File: src/rtl/dpll_pkg.sv
// Shared types and constants for the DPLL reference clock generator.
// The LFSR constants are used only when DPLL_FIN_GEN_DITHER_EN is defined.
package dpll_pkg;

   typedef enum logic {FTW_IDLE, FTW_PENDING} ftw_state_t;

   localparam logic [15:0] LFSR_SEED = 16'hACE1;
   // Fibonacci taps 16,14,13,11 expressed as bit positions 15,13,12,10
   localparam logic [15:0] LFSR_TAPS = 16'hB400;

   function automatic logic lfsr_feedback(input logic [15:0] s);
      return ^(s & LFSR_TAPS);
   endfunction

endpackage

File: src/rtl/dpll_lfsr16.sv
// 16-bit Fibonacci LFSR used as a cycle-to-cycle jitter source for the NCO.
// Advances only on enabled cycles so it freezes together with the accumulator.
module dpll_lfsr16
   import dpll_pkg::*;
(
   input  logic        clk,
   input  logic        reset,
   input  logic        enable,
   output logic [15:0] state
);

   always_ff @(posedge clk or posedge reset) begin
      if (reset) begin
         state <= LFSR_SEED;
      end else if (enable) begin
         state <= {state[14:0], lfsr_feedback(state)};
      end
   end

endmodule

File: src/rtl/dpll_fin_gen.sv
// Phase-accumulator square-wave source driving the DPLL clk_fin input, with
// FTW reload and phase-step handshakes. Define DPLL_FIN_GEN_DITHER_EN for LFSR dither.
module dpll_fin_gen
   import dpll_pkg::*;
#(
   parameter int                   ACC_WIDTH   = 16,
   parameter logic [ACC_WIDTH-1:0] FTW_DEFAULT = 16'h0200
) (
   input  logic                 clk,
   input  logic                 reset,
   input  logic                 enable,
   input  logic [ACC_WIDTH-1:0] ftw_in,
   input  logic                 ftw_valid,
   output logic                 ftw_ready,
   input  logic [ACC_WIDTH-1:0] step_in,
   input  logic                 step_valid,
   output logic                 step_ready,
   output logic                 clk_fin_out,
   output logic                 clk8x_out,
   output logic                 wrap
);

   logic [ACC_WIDTH-1:0] acc;
   logic [ACC_WIDTH-1:0] ftw_active;
   logic [ACC_WIDTH-1:0] ftw_pend;
   logic [ACC_WIDTH-1:0] step_pend;
   logic [ACC_WIDTH-1:0] step_add;
   logic [ACC_WIDTH:0]   sum;
   logic                 carry;
   logic                 step_pending;
   ftw_state_t           ftw_state;

`ifdef DPLL_FIN_GEN_DITHER_EN
   logic [15:0] lfsr_state;

   dpll_lfsr16 u_lfsr (
      .clk    (clk),
      .reset  (reset),
      .enable (enable),
      .state  (lfsr_state)
   );

   always_comb begin
      step_add = step_pending ? step_pend : '0;
      sum = {1'b0, acc} + {1'b0, ftw_active} + {1'b0, step_add}
          + (ACC_WIDTH+1)'(lfsr_state[1:0]);
      carry = sum[ACC_WIDTH];
   end
`else
   always_comb begin
      step_add = step_pending ? step_pend : '0;
      sum = {1'b0, acc} + {1'b0, ftw_active} + {1'b0, step_add};
      carry = sum[ACC_WIDTH];
   end
`endif

   // Outputs decode the accumulator register directly, so they cannot glitch
   assign clk_fin_out = acc[ACC_WIDTH-1];
   assign clk8x_out   = acc[ACC_WIDTH-4];
   assign ftw_ready   = (ftw_state == FTW_IDLE);
   assign step_ready  = ~step_pending;

   always_ff @(posedge clk or posedge reset) begin
      if (reset) begin
         acc  <= '0;
         wrap <= 1'b0;
      end else if (enable) begin
         acc  <= sum[ACC_WIDTH-1:0];
         wrap <= carry;
      end else begin
         wrap <= 1'b0;
      end
   end

   always_ff @(posedge clk or posedge reset) begin
      if (reset) begin
         step_pending <= 1'b0;
      end else if (step_pending) begin
         if (enable) step_pending <= 1'b0;
      end else if (step_valid) begin
         step_pending <= 1'b1;
      end
   end

   // The new FTW takes over only at a carry so the output phase stays continuous
   always_ff @(posedge clk or posedge reset) begin
      if (reset) begin
         ftw_state  <= FTW_IDLE;
         ftw_active <= FTW_DEFAULT;
      end else if (ftw_state == FTW_IDLE) begin
         if (ftw_valid) ftw_state <= FTW_PENDING;
      end else if (enable && (carry || ftw_active == '0)) begin
         ftw_active <= ftw_pend;
         ftw_state  <= FTW_IDLE;
      end
   end

   always_ff @(posedge clk) begin
      if (ftw_valid && ftw_ready)   ftw_pend  <= ftw_in;
      if (step_valid && step_ready) step_pend <= step_in;
   end

endmodule

File: config.mk
export PLATFORM = sky130hd
export DESIGN_NAME = dpll_fin_gen
export DESIGN_NICKNAME = d
export VERILOG_FILES = /design/src/rtl/dpll_pkg.sv /design/src/rtl/dpll_lfsr16.sv /design/src/rtl/dpll_fin_gen.sv
export SDC_FILE = /design/constraint.sdc
export NUM_CORES = 1
export LEC_CHECK = 0
export ABC_AREA = 1
export CORE_ASPECT_RATIO = 1.5
export CORE_MARGIN = 2
export CORE_UTILIZATION = 60
export DETAILED_ROUTE_END_ITERATION = 10
export HOLD_SLACK_MARGIN = 0.15
export PLACE_DENSITY = 0.87
export RECOVER_POWER = 50
export SETUP_SLACK_MARGIN = 0.05
export SYNTH_ARGS = -nofsm -noshare
export SYNTH_HDL_FRONTEND = slang
export SYNTH_SLANG_ARGS = --single-unit
File: constraint.sdc
create_clock -name clk -period 7.2 [get_ports clk]
set_input_delay 0.72 -clock clk [delete_from_list [all_inputs] [get_ports clk]]
set_output_delay 0.72 -clock clk [all_outputs]
set_load 0.01 [all_outputs]
### Word-level counts from Yosys, hierarchy flattened

Cells that the tools add are included.
Widths: inputs -> output; s select.

* $add $sub $neg: 2
* multiplexer cells: 8
* bitwise operators: 2
* reduce and logical (&&, ||, !) cells: 6

Operators by type and width (count)
* $add 16x16->17: 1
* $add 17x16->17: 1
* $logic_not 16->1: 1
* $mux 16: 1
* $mux 1: 7
* $logic_and 1x1->1: 3
* $not 1->1: 2
* $reduce_and 2->1: 1
* $logic_or 1x1->1: 1

* flip-flop bits (word level): 67
* input port bits: 37
* output and inout port bits: 5
* logic and storage cells: 25

### Logic depth before layout (Yosys ltp)

* depth in word-level cells: 6
* depth in mapped cells: 19
* gate-level depth less buffers: 16

### Worst setup path before layout

OpenSTA, ideal clock, no wires.

* path type: reg2reg
* from: reg step_pending
* to: reg ftw_active[8]
* library setup time: 0.117 ns
* data arrival time: 2.711 ns
* required time: 7.083 ns
* path slack: 4.373 ns
* cell stages (with the launch flop): 20
* buffers on the path: 3
* clock period less this slack: 2.827 ns
* cell sequence: dfrtp_1 clkbuf_1 clkbuf_1 nand2_1 fa_1 inv_1 ha_1 nand2_1 inv_1 nand2_1 nand2_1 a21oi_4 nand2_2 nand2_2 nand2_1 nand2_2 nand3_4 buf_6 nand2_1 nand2_1

* longest elaborated chain between the ends: 5

Ends and longest elaborated chain
* start: declaration: line dpll_fin_gen.sv:30 `logic step_pending;`
* start signal: assignment: line dpll_fin_gen.sv:77 `step_pending <= 1'b0;`
* start signal: assignment: line dpll_fin_gen.sv:79 `if (enable) step_pending <= 1'b0;`
* start signal: assignment: line dpll_fin_gen.sv:81 `step_pending <= 1'b1;`
* $mux 16: line dpll_fin_gen.sv:51 `step_add = step_pending ? step_pend : '0;`
* $add 17x16->17: line dpll_fin_gen.sv:52 `sum = {1'b0, acc} + {1'b0, ftw_active} + {1'b0, step_add};`
* $logic_or 1x1->1: line dpll_fin_gen.sv:92 `end else if (enable && (carry || ftw_active == '0)) begin`
* $logic_and 1x1->1: line dpll_fin_gen.sv:92
* $reduce_and 2->1 (no source line)
* end signal: assignment: line dpll_fin_gen.sv:93 `ftw_active <= ftw_pend;`
* end: declaration: line dpll_fin_gen.sv:24 `logic [ACC_WIDTH-1:0] ftw_active;`

Every way passes these cells.
A chain may end at the register's enable or synchronous reset.

### Final worst setup path

* from: reg step_pending
* to: reg acc[9]

* longest elaborated chain between the ends: 2

Ends and longest elaborated chain
* $mux 16: line dpll_fin_gen.sv:51
* $add 17x16->17: line dpll_fin_gen.sv:52
* end signal: assignment: line dpll_fin_gen.sv:68 `acc <= sum[ACC_WIDTH-1:0];`
* end: declaration: line dpll_fin_gen.sv:23 `logic [ACC_WIDTH-1:0] acc;`

Every way passes these cells.

==> impl_metrics.ini <==
[outcome]
status = finished with violations
violations = max-capacitance violations, max-slew violations

[min_path]
min_from = ftw_pend[14]$_DFFE_PP_
whs_endpoint = ftw_active[14]$_DFFE_PP0P_
min_path_type = reg -> reg
holdPathStages = 2

[die]
io_pins = 42
fp.dieW_um = 68.2
die_area_um2 = 6850
initial_core_util_pct = 61.0
core_area_um2 = 6090
rows = 35
dieHeight_um = 100

[sta]
hold_viol = 0
worstMarginPinSlew_ps = 1850
rsz0062_at_grt = no
fmax_mhz = 314
clock_skew_ps = 10.1
tns_ps = 0
post-route-min-period_ps = 3190
setup_ws_ps = 4010
period_share_pct = 44.3
slew_viol_final = 36
holdWs_ps = 481
maxSlewHeadroom_pct = -23.6
setup_viol = 0

[synthesis]
synth_edf_count = 32
async_flop_share_pct = 52.2
synth_area_leader_cell = edfxtp_1
avgSynthCellArea_um2 = 9.72
syn_area_um2 = 3710
synthFlopType = dfrtp_1
synth_top_area_share_pct = 25.9
ys_types = 39
synth_common_cells = 116 x nand2_1, 46 x inv_1, 34 x dfrtp_1
synth_warnings = 0
yosysMostFrequentCell = nand2_1
ys_top_cells_by_area = edfxtp_1 26%, dfrtp_1 23%, nand2_1 12%
synthCells = 382
synth-seq-cells = 67
syn-num-nets = 451
seq_area_frac_synth_pct = 49.5

[clock_tree]
cts_resized = 0
cts_root_buf = clkbuf_8
holdBufCountCts = 0
postCtsSetupRepairBufs = 0
cts.path.max_buffers = 2
cts_tree = done
cts_sinks = 67
cts_buffers = 9
insertion_delay_ps = 350
clk_pin_slew_ps = 70
htree_num_levels = 3

[critical_path]
cpPeakStageDelay_ps = 720
critPathMaxFanout = 17
r2r_slack_ps = 4010
critical_path_class = reg -> reg
r2r-end = acc[9]$_DFFE_PP0P_
crit_path_start_kind = flop
rr_startpoint = step_pending$_DFF_PP0_
crit_required_ps = 7440
crit_top_cell = nand2_1
crit_chain = nand2_1, fa_1, inv_1, ha_1, inv_1, fa_1, o21ai_1, nand2_1, nand2_1, nand2_1, o21ai_1, nand2_1, nand3_1, nand2_1
slowest_stage = dfrtp_1
r2r_cells = 14
arrival_ps = 3420
end_kind = flop

[grt]
first_global_vias = 2841
overflow = 0
antenna_found_initial = 0
grtUsageTotal_pct = 26.0
grt_max_degree = 36
grt_pass1_wl_mm = 13.0

[power]
leakage_uw = 0.00210
ir_worst_vdd_mv = 0.309
power_density_nw_per_um2 = 511

[drt]
finalWirelength_mm = 7.61
ant_nets = 0
via_count = 2748
firstDrtPassIters = 4
wl_per_cell_um = 15.1
first_iter_violations = 137
drc_errors = 0
viasPerCell = 5.44

[layout]
fillCellCount = 423
drive_gt1_share_pct = 9.51
n_antenna_cell = 0
layout.nets = 496
area_delta_synth_final_pct = 18.2

[placement]
place.gp.congestion = 0.971
port_buffers = 41
dp_hpwl_mm = 5.51
pre_cts_slack_ps = 4100

[flow_run]
maxCapViolations = 1
-- registers in the layout, summed over array words and instances (netlist names) --
register      cells
step_pending      1
ftw_pend         16
wrap              1
step_pend        16
ftw_state         1
ftw_active       16
acc              16
-- critical path, delay by kind of cell (launching register included) --
kind	cells	cell delay [ps]
buffers and inverters	2	140
AO/OA/AOI/OAI	2	470
AND/OR/NAND/NOR	7	700
flip-flops	1	720
adder cells (fa/ha/maj)	3	1050
-- metal layers --
layer | share of wire [%] | vias up | global-route usage (%) | routed length, µm
li1 | - | 1329 | - | -
met1 | 38 | 1321 | 31.5 | 2910
met2 | 55 | 81 | 44.7 | 4180
met3 | 4.3 | 17 | 3.81 | 330
met4 | 2.5 | 0 | 12.2 | 193
met5 | 0 | - | 0 | 0
-- worst max path at each step --
stage                           start                   endpoint  slack (ps)  depth (start not counted)
6_report       step_pending$_DFF_PP0_         acc[9]$_DFFE_PP0P_        4010                         14
5_1_grt        step_pending$_DFF_PP0_         acc[9]$_DFFE_PP0P_        3770                         14
4_1_cts        step_pending$_DFF_PP0_         acc[9]$_DFFE_PP0P_        4040                         14
3_5_place_dp   step_pending$_DFF_PP0_         acc[9]$_DFFE_PP0P_        4100                         14
3_3_place_gp   step_pending$_DFF_PP0_         acc[9]$_DFFE_PP0P_        4220                         14
2_1_floorplan  step_pending$_DFF_PP0_  ftw_active[8]$_DFFE_PP0P_        4370                         19
-- per-stage QoR --
stage / util (%) / total power [µW] / std cells / instance area, µm²
finish: 72.1 / 2240 / 505 / 4390
global route: 72.1 / 2440 / 505 / 4390
CTS: 72.0 / 2230 / 504 / 4380
detailed placement: 68.5 / 1860 / 489 / 4170
global placement: 68.5 / 1790 / 489 / 4170
floorplan: - / 1590 / 382 / 3710
-- report_power, final --
part / internal (µW) / leakage [µW] / switching, µW / total, µW
combinational: 484 / 0.00127 / 764 / 1250
clock: 201 / 0.000110 / 143 / 344
sequential: 531 / 0.000729 / 120 / 651
total: 1220 / 0.00210 / 1030 / 2240
-- layout make-up --
class / instances / area [µm²] / area share (%)
Sequential cell: 67 / 1840 / 41.9
Multi-Input combinational cell: 258 / 1640 / 37.3
Timing Repair Buffer: 43 / 425 / 9.69
Inverter: 48 / 180 / 4.10
Clock buffer: 10 / 138 / 3.13
Tap cell: 74 / 92.6 / 2.11
Clock inverter: 5 / 77.6 / 1.77
-- layout by cell type, fill, tap and decap left out, types with 2 or more instances in the layout --
| master | instances |
|---|---|
| inv_2 | 2 |
| dlygate4sd3_1 | 34 |
| edfxtp_1 | 32 |
| dfrtp_1 | 34 |
| fa_1 | 17 |
| xnor2_1 | 4 |
| a21oi_1 | 11 |
| nand2_2 | 6 |
| nand3_1 | 19 |
| ha_1 | 15 |
| o21ai_0 | 15 |
| or2_1 | 3 |
| nor2_1 | 19 |
| nor4_1 | 3 |
| clkdlybuf4s50_1 | 7 |
| clkbuf_8 | 10 |
| o21ai_1 | 3 |
| bufinv_16 | 2 |
| nand2_1 | 116 |
| inv_1 | 46 |
| nand3_2 | 11 |
-- kinds of logic (layout without fill, tap and decap cells) --
kind of cell | count (synthesis) | after routing | synth area share (%)
buffers and inverters | 57 | 106 | 6.40
AO/OA/AOI/OAI | 36 | 36 | 5.69
flip-flops | 67 | 67 | 49.5
adder cells (fa/ha/maj) | 32 | 32 | 14.2
AND/OR/NAND/NOR | 185 | 185 | 23.0
XOR/XNOR | 5 | 5 | 1.18
Power figures use the tool's default switching activity.
